File: src/rtl/qspi_pkg.sv
`default_nettype none
// ============================================================
// Module   : qspi_pkg
// Brief    : Lane modes, FSM encoding and lane-width helper
// Revision : 1.0
// ============================================================
package qspi_pkg;

  localparam logic [1:0] LANE_SINGLE = 2'b00;
  localparam logic [1:0] LANE_DUAL   = 2'b01;
  localparam logic [1:0] LANE_QUAD   = 2'b10;

  typedef enum logic [2:0] {
    ST_IDLE   = 3'd0,
    ST_FETCH  = 3'd1,
    ST_LOAD   = 3'd2,
    ST_SHIFT  = 3'd3,
    ST_FINISH = 3'd4
  } state_t;

  // Reserved mode 2'b11 falls back to single lane.
  function automatic logic [2:0] lane_width(input logic [1:0] mode);
    case (mode)
      LANE_DUAL: return 3'd2;
      LANE_QUAD: return 3'd4;
      default:   return 3'd1;
    endcase
  endfunction

endpackage
`default_nettype wire

File: src/rtl/qspi_clk_div.sv
`default_nettype none
// ============================================================
// Module   : qspi_clk_div
// Brief    : SCLK generator (mode 0) with edge strobes, idles low
// Revision : 1.0
// ============================================================
module qspi_clk_div #(
  parameter int DIV_HALF = 2
) (
  input  logic clk,
  input  logic rst_n,
  input  logic en,
  output logic sclk,
  output logic sclk_rise,
  output logic sclk_fall
);

  localparam int CNT_W = (DIV_HALF > 1) ? $clog2(DIV_HALF) : 1;
  localparam logic [CNT_W-1:0] C_LAST = CNT_W'(DIV_HALF - 1);

  logic [CNT_W-1:0] r_cnt;
  logic             r_sclk;
  logic             w_wrap;

  assign w_wrap = en && (r_cnt == C_LAST);

  always_ff @(posedge clk or negedge rst_n) begin
    if (!rst_n) begin
      r_cnt  <= '0;
      r_sclk <= 1'b0;
    end else if (!en) begin
      r_cnt  <= '0;
      r_sclk <= 1'b0;
    end else if (w_wrap) begin
      r_cnt  <= '0;
      r_sclk <= ~r_sclk;
    end else begin
      r_cnt  <= r_cnt + CNT_W'(1);
    end
  end

  // Strobes mark the clk cycle whose closing edge toggles sclk.
  assign sclk      = r_sclk;
  assign sclk_rise = w_wrap & ~r_sclk;
  assign sclk_fall = w_wrap &  r_sclk;

endmodule
`default_nettype wire

File: src/rtl/qspi_tx_serializer.sv
`default_nettype none
// ============================================================
// Module   : qspi_tx_serializer
// Brief    : Pops TX fifo words and shifts them MSB-first onto QSPI lanes
// Revision : 1.0
// ============================================================
module qspi_tx_serializer
  import qspi_pkg::*;
#(
  parameter int DIV_HALF = 2,
  parameter int CNT_W    = 16
) (
  input  logic             clk,
  input  logic             rst_n,
  input  logic             start,
  input  logic             abort,
  input  logic [CNT_W-1:0] byte_count,
  input  logic [1:0]       lane_mode,
  output logic             fifo_rd_en,
  input  logic [31:0]      fifo_rdata,
  input  logic             fifo_empty,
  output logic             sclk,
  output logic [3:0]       io_out,
  output logic [3:0]       io_oe,
  output logic             busy,
  output logic             stall,
  output logic             done
);

  state_t           r_state;
  state_t           w_next;
  logic [1:0]       r_mode;
  logic [CNT_W-1:0] r_bytes_left;
  logic [5:0]       r_bits_left;
  logic [31:0]      r_shreg;
  logic             r_first_sent;
  logic [2:0]       w_width;
  logic             w_rd_en;
  logic             w_div_en;
  logic             w_sclk_rise;
  logic             w_sclk_fall;
  logic             w_word_end;

  assign w_width    = lane_width(r_mode);
  assign w_div_en   = (r_state == ST_SHIFT) && !abort;
  assign w_word_end = (r_state == ST_SHIFT) && w_sclk_fall &&
                      (r_bits_left == {3'b000, w_width});

  qspi_clk_div #(.DIV_HALF(DIV_HALF)) u_clk_div (
    .clk       (clk),
    .rst_n     (rst_n),
    .en        (w_div_en),
    .sclk      (sclk),
    .sclk_rise (w_sclk_rise),
    .sclk_fall (w_sclk_fall)
  );

  always_ff @(posedge clk or negedge rst_n) begin
    if (!rst_n) r_state <= ST_IDLE;
    else        r_state <= w_next;
  end

  always_comb begin
    w_next  = r_state;
    w_rd_en = 1'b0;
    case (r_state)
      ST_IDLE: begin
        if (start) w_next = (byte_count == '0) ? ST_FINISH : ST_FETCH;
      end
      ST_FETCH: begin
        if (!fifo_empty) begin
          w_rd_en = 1'b1;
          w_next  = ST_LOAD;
        end
      end
      ST_LOAD:   w_next = ST_SHIFT;
      ST_SHIFT: begin
        if (w_word_end) w_next = (r_bytes_left == '0) ? ST_FINISH : ST_FETCH;
      end
      ST_FINISH: w_next = ST_IDLE;
      default:   w_next = ST_IDLE;
    endcase
    if (abort) begin
      w_next  = ST_IDLE;
      w_rd_en = 1'b0;
    end
  end

  always_ff @(posedge clk or negedge rst_n) begin
    if (!rst_n) begin
      r_mode       <= LANE_SINGLE;
      r_bytes_left <= '0;
      r_bits_left  <= '0;
      r_shreg      <= '0;
      r_first_sent <= 1'b0;
    end else if (abort) begin
      r_mode       <= LANE_SINGLE;
      r_bytes_left <= '0;
      r_bits_left  <= '0;
      r_shreg      <= '0;
      r_first_sent <= 1'b0;
    end else begin
      case (r_state)
        ST_IDLE: begin
          if (start) begin
            r_bytes_left <= byte_count;
            r_mode       <= lane_mode;
            r_first_sent <= 1'b0;
          end
        end
        ST_LOAD: begin
          r_shreg <= fifo_rdata;
          // A short tail word only carries its top bytes.
          if (r_bytes_left > CNT_W'(3)) begin
            r_bits_left  <= 6'd32;
            r_bytes_left <= r_bytes_left - CNT_W'(4);
          end else begin
            r_bits_left  <= {1'b0, r_bytes_left[1:0], 3'b000};
            r_bytes_left <= '0;
          end
        end
        ST_SHIFT: begin
          if (w_sclk_rise) r_first_sent <= 1'b1;
          if (w_sclk_fall) begin
            r_shreg     <= r_shreg << w_width;
            r_bits_left <= r_bits_left - {3'b000, w_width};
          end
        end
        default: ;
      endcase
    end
  end

  assign fifo_rd_en = w_rd_en;
  assign busy       = (r_state == ST_FETCH) || (r_state == ST_LOAD) || (r_state == ST_SHIFT);
  assign stall      = (r_state == ST_FETCH) && fifo_empty && r_first_sent;
  assign done       = (r_state == ST_FINISH);

  always_comb begin
    io_out = 4'b0000;
    io_oe  = 4'b0000;
    if ((r_state == ST_SHIFT) || stall) begin
      case (w_width)
        3'd2:    io_oe = 4'b0011;
        3'd4:    io_oe = 4'b1111;
        default: io_oe = 4'b0001;
      endcase
    end
    if (r_state == ST_SHIFT) begin
      case (w_width)
        3'd2:    io_out = {2'b00, r_shreg[31:30]};
        3'd4:    io_out = r_shreg[31:28];
        default: io_out = {3'b000, r_shreg[31]};
      endcase
    end
  end

endmodule
`default_nettype wire

File: config.mk
export PLATFORM = sky130hd
export DESIGN_NAME = qspi_tx_serializer
export DESIGN_NICKNAME = d
export VERILOG_FILES = /design/src/rtl/qspi_pkg.sv /design/src/rtl/qspi_clk_div.sv /design/src/rtl/qspi_tx_serializer.sv
export SDC_FILE = /design/constraint.sdc
export NUM_CORES = 1
export LEC_CHECK = 0
export CAP_MARGIN = 40
export CORE_UTILIZATION = 50
export DETAILED_ROUTE_END_ITERATION = 8
export GPL_ROUTABILITY_DRIVEN = 0
export PLACE_DENSITY = 0.76
export SETUP_SLACK_MARGIN = 0.4
export SLEW_MARGIN = 20
export SYNTH_ARGS = -nofsm -noshare
export SYNTH_HDL_FRONTEND = slang
export SYNTH_HIERARCHICAL = 1
export SYNTH_SLANG_ARGS = --single-unit
File: constraint.sdc
create_clock -name clk -period 6.1 [get_ports clk]
set_clock_uncertainty 0.05 [all_clocks]
set_input_delay 0.915 -clock clk [delete_from_list [all_inputs] [get_ports clk]]
set_output_delay 0.915 -clock clk [all_outputs]
set_load 0.02 [all_outputs]
==> impl_metrics.yaml <==
run_status:
  status: "finished clean"
sta:
  tns_ns: 0
  max_freq_mhz: 262
  finalHoldViolations: 0
  worst_pin_slew_ns: 0.765
  period_minus_slack_ns: 3.82
  slew_headroom: 0.490
  finalSetupViolations: 0
  finalMaxSlewViolations: 0
  rsz0062_at_grt: "false"
  timing.final.crit_share: 0.626
  finalWorstSetupSlack_ns: 2.28
place:
  dp_cells: 602
  port_buffers: 67
  dpl.hpwl_um: 7620
  pre_cts_ws_ns: 1.97
grt:
  overflow: 0
  grt_pass1_wl_um: 18100
  grt_max_degree: 63
  grt_usage: 0.261
  grt_pass1_vias: 3671
  antenna_found_initial: 0
synthesis:
  synth_top_area_share: 0.366
  synth_area_mm2: 0.00424
  synth_xor_area_frac: 0.0124
  synth-main-ff-cell: "dfrtp_1"
  synthCells: 457
  synth_top_family_by_area: "compound AO/OA/AOI/OAI gates"
  synth_edf_count: 0
  synth_area_leaders: "dfrtp_1, mux4_2, a21oi_1"
  synth_cell_types: 59
  synth.area.mux_share: 0.134
  synth-adder-area-share: 0.0283
  ys_seq_area_frac: 0.366
  synth-simple-area-share: 0.173
  synth_compound_area_frac: 0.240
  yosysTopAreaCell: "dfrtp_1"
  syn_nets: 521
  ys_seq_elements: 62
  synth-async-reset-ratio: 1.00
  syn_avg_cell_area_um2: 9.28
  synth_warnings: 6
hold_path:
  hold_class: "in2async"
worst_setup_path:
  cp-start-kind: "primary input"
  reg2reg_depth: 9
  crit_required_ns: 6.31
  rrSetupSlack_ns: 3.11
  path_class: "in2reg"
  reg2reg_from: "r_state[2]$_DFFE_PN0P_"
  worst_r2r_endpoint: "r_shreg[29]$_DFFE_PN0P_"
  startpoint: "abort"
  crit_path_end: "r_shreg[29]$_DFFE_PN0P_"
  worst_setup_path_end_kind: "register"
  critPathArrivalTime_ns: 4.02
  critPathMaxFanout: 21
pwr:
  power_density_mw_per_mm2: 372
  max-vdd-ir-drop_mv: 0.192
  power_w: 0.00192
  p_leak_nw: 2.12
route:
  routedWlPerCell_um: 17.3
  vias_per_cell: 6.37
  ant_nets: 0
  drc: 0
  num_vias: 3932
  drtPass1Iterations: 7
  drt_iter0_drc: 284
  drt-total-wl_um: 10700
clock_network:
  cts-hold-fix-buffers: 0
  cts_tree: "built"
  clkSlewWorstSetupHoldPaths_ns: 0.06
  post_cts_buffers: 0
  cts_sinks: 62
  post_cts_resized: 0
  htreeDepth: 3
  cts_buffers: 9
  ctsLongestPathBuffers: 2
  insertion_delay_ns: 0.34
  cts_root_buf: "clkbuf_8"
die:
  start_util: 0.516
  io_pins: 68
  design.core.area_mm2: 0.00822
  row_count: 33
  fp.dieW_um: 94.1
  die_h_um: 94.1
  die_area_mm2: 0.00886
finish:
  layout-drive-gt1-share: 0.121
  stdcell_count: 617
  antenna_cells: 0
  layout.filler_cells: 727
  syn_to_final_growth_pct: 21.9
  final_nets: 573
job:
  drv_cap: 0
-- worst min-delay path by stage --
stage / from / endpoint / slack [ns] / cells after the start
floorplan: r_bits_left[2]$_DFFE_PN0P_ / r_bits_left[2]$_DFFE_PN0P_ / 0.41 / 2
global placement: r_bits_left[2]$_DFFE_PN0P_ / r_bits_left[2]$_DFFE_PN0P_ / 0.44 / 2
detailed placement: r_bits_left[2]$_DFFE_PN0P_ / r_bits_left[2]$_DFFE_PN0P_ / 0.44 / 2
CTS: r_bits_left[2]$_DFFE_PN0P_ / r_bits_left[2]$_DFFE_PN0P_ / 0.45 / 2
global route: rst_n / r_bytes_left[7]$_DFFE_PN0P_ / 0.40 / 2
finish: rst_n / r_bytes_left[7]$_DFFE_PN0P_ / 0.40 / 2
-- final cells by class --
cell class                      instances  area (um^2)  area share
Clock inverter                          1         5.00    0.000968
Tap cell                              105          131      0.0254
Clock buffer                           13          169      0.0327
Inverter                               10         37.5     0.00726
Multi-Input combinational cell        349         2500       0.483
Timing Repair Buffer                   77          777       0.150
Sequential cell                        62         1550       0.300
-- worst max-delay path, cell delays in order --
cell and delay [ns]:
clkdlybuf4s50_1 0.71, nor2_1 0.16, nand3_1 0.28, inv_1 0.21
and3_2 0.28, o21ai_0 0.28, nor2b_2 0.57, buf_4 0.36
a22oi_1 0.13, o21ai_0 0.11
-- registers in the layout, indices dropped and copies added, names as in the netlist --
name,count
r_shreg,32
r_bytes_left,16
r_bits_left,6
r_state,3
r_mode,2
r_first_sent,1
u_clk_div/r_cnt,1
u_clk_div/sclk,1
-- routing by layer --
layer  vias up  routed length [um]  track usage
li1       1837                   -            -
met1      1924                4750        0.372
met2       158                5210        0.416
met3        13                 615       0.0307
met4         0                 129       0.0808
met5         -                   0            0
-- cell families after synthesis --
group           count (synthesis)
flops                          62
mux                            30
simple gates                  149
fa+ha+maj                       9
buf+inv                        46
xor+xnor                        6
compound gates                155
-- report_power, final --
group / leakage, nW / internal [W] / total (W) / switching [W]
Clock: 0.0914 / 0.000176 / 0.000333 / 0.000157
Combinational: 1.24 / 0.000442 / 0.000923 / 0.000480
Sequential: 0.797 / 0.000523 / 0.000667 / 0.000144
-- metrics by stage --
stage	hold WS (ns)	util	area, um^2
2_1_floorplan	0.405	-	4240
3_3_place_gp	0.437	0.600	4930
3_5_place_dp	0.440	0.605	4970
4_1_cts	0.455	0.626	5140
5_1_grt	0.401	0.629	5170
6_report	0.404	0.629	5170
-- cell usage after synthesis (all sizes together) (3+ instances only) --
cell	n
a211oi	6
a21o	4
a21oi	58
a221o	3
a221oi	5
a22o	4
a22oi	37
and2	3
and3	8
buf	8
clkbuf	28
dfrtp	62
ha	8
inv	10
mux2	3
mux2i	6
mux4	21
nand2	19
nand3	14
nor2	61
nor2b	8
nor3	11
nor4	7
o21ai	14
o21bai	3
or3	5
or4	4
xnor2	4
-- layout by cell type (no fill, tap or decap), drive strengths merged, types with 3 or more instances in the layout --
cell type	n
a211oi	6
dfrtp	62
a22o	4
mux2i	6
nor2b	8
a21oi	58
clkbuf	13
or4	4
mux2	3
and3	8
nand2	19
nand3	14
nor3	11
o21bai	3
and2	3
a21o	4
clkdlybuf4s50	66
a221oi	5
o21ai	14
a221o	3
mux4	21
nor2	61
ha	8
xnor2	4
nor4	7
inv	10
buf	11
a22oi	37
or3	5
Note: power is estimated with default switching activity, not from simulation.
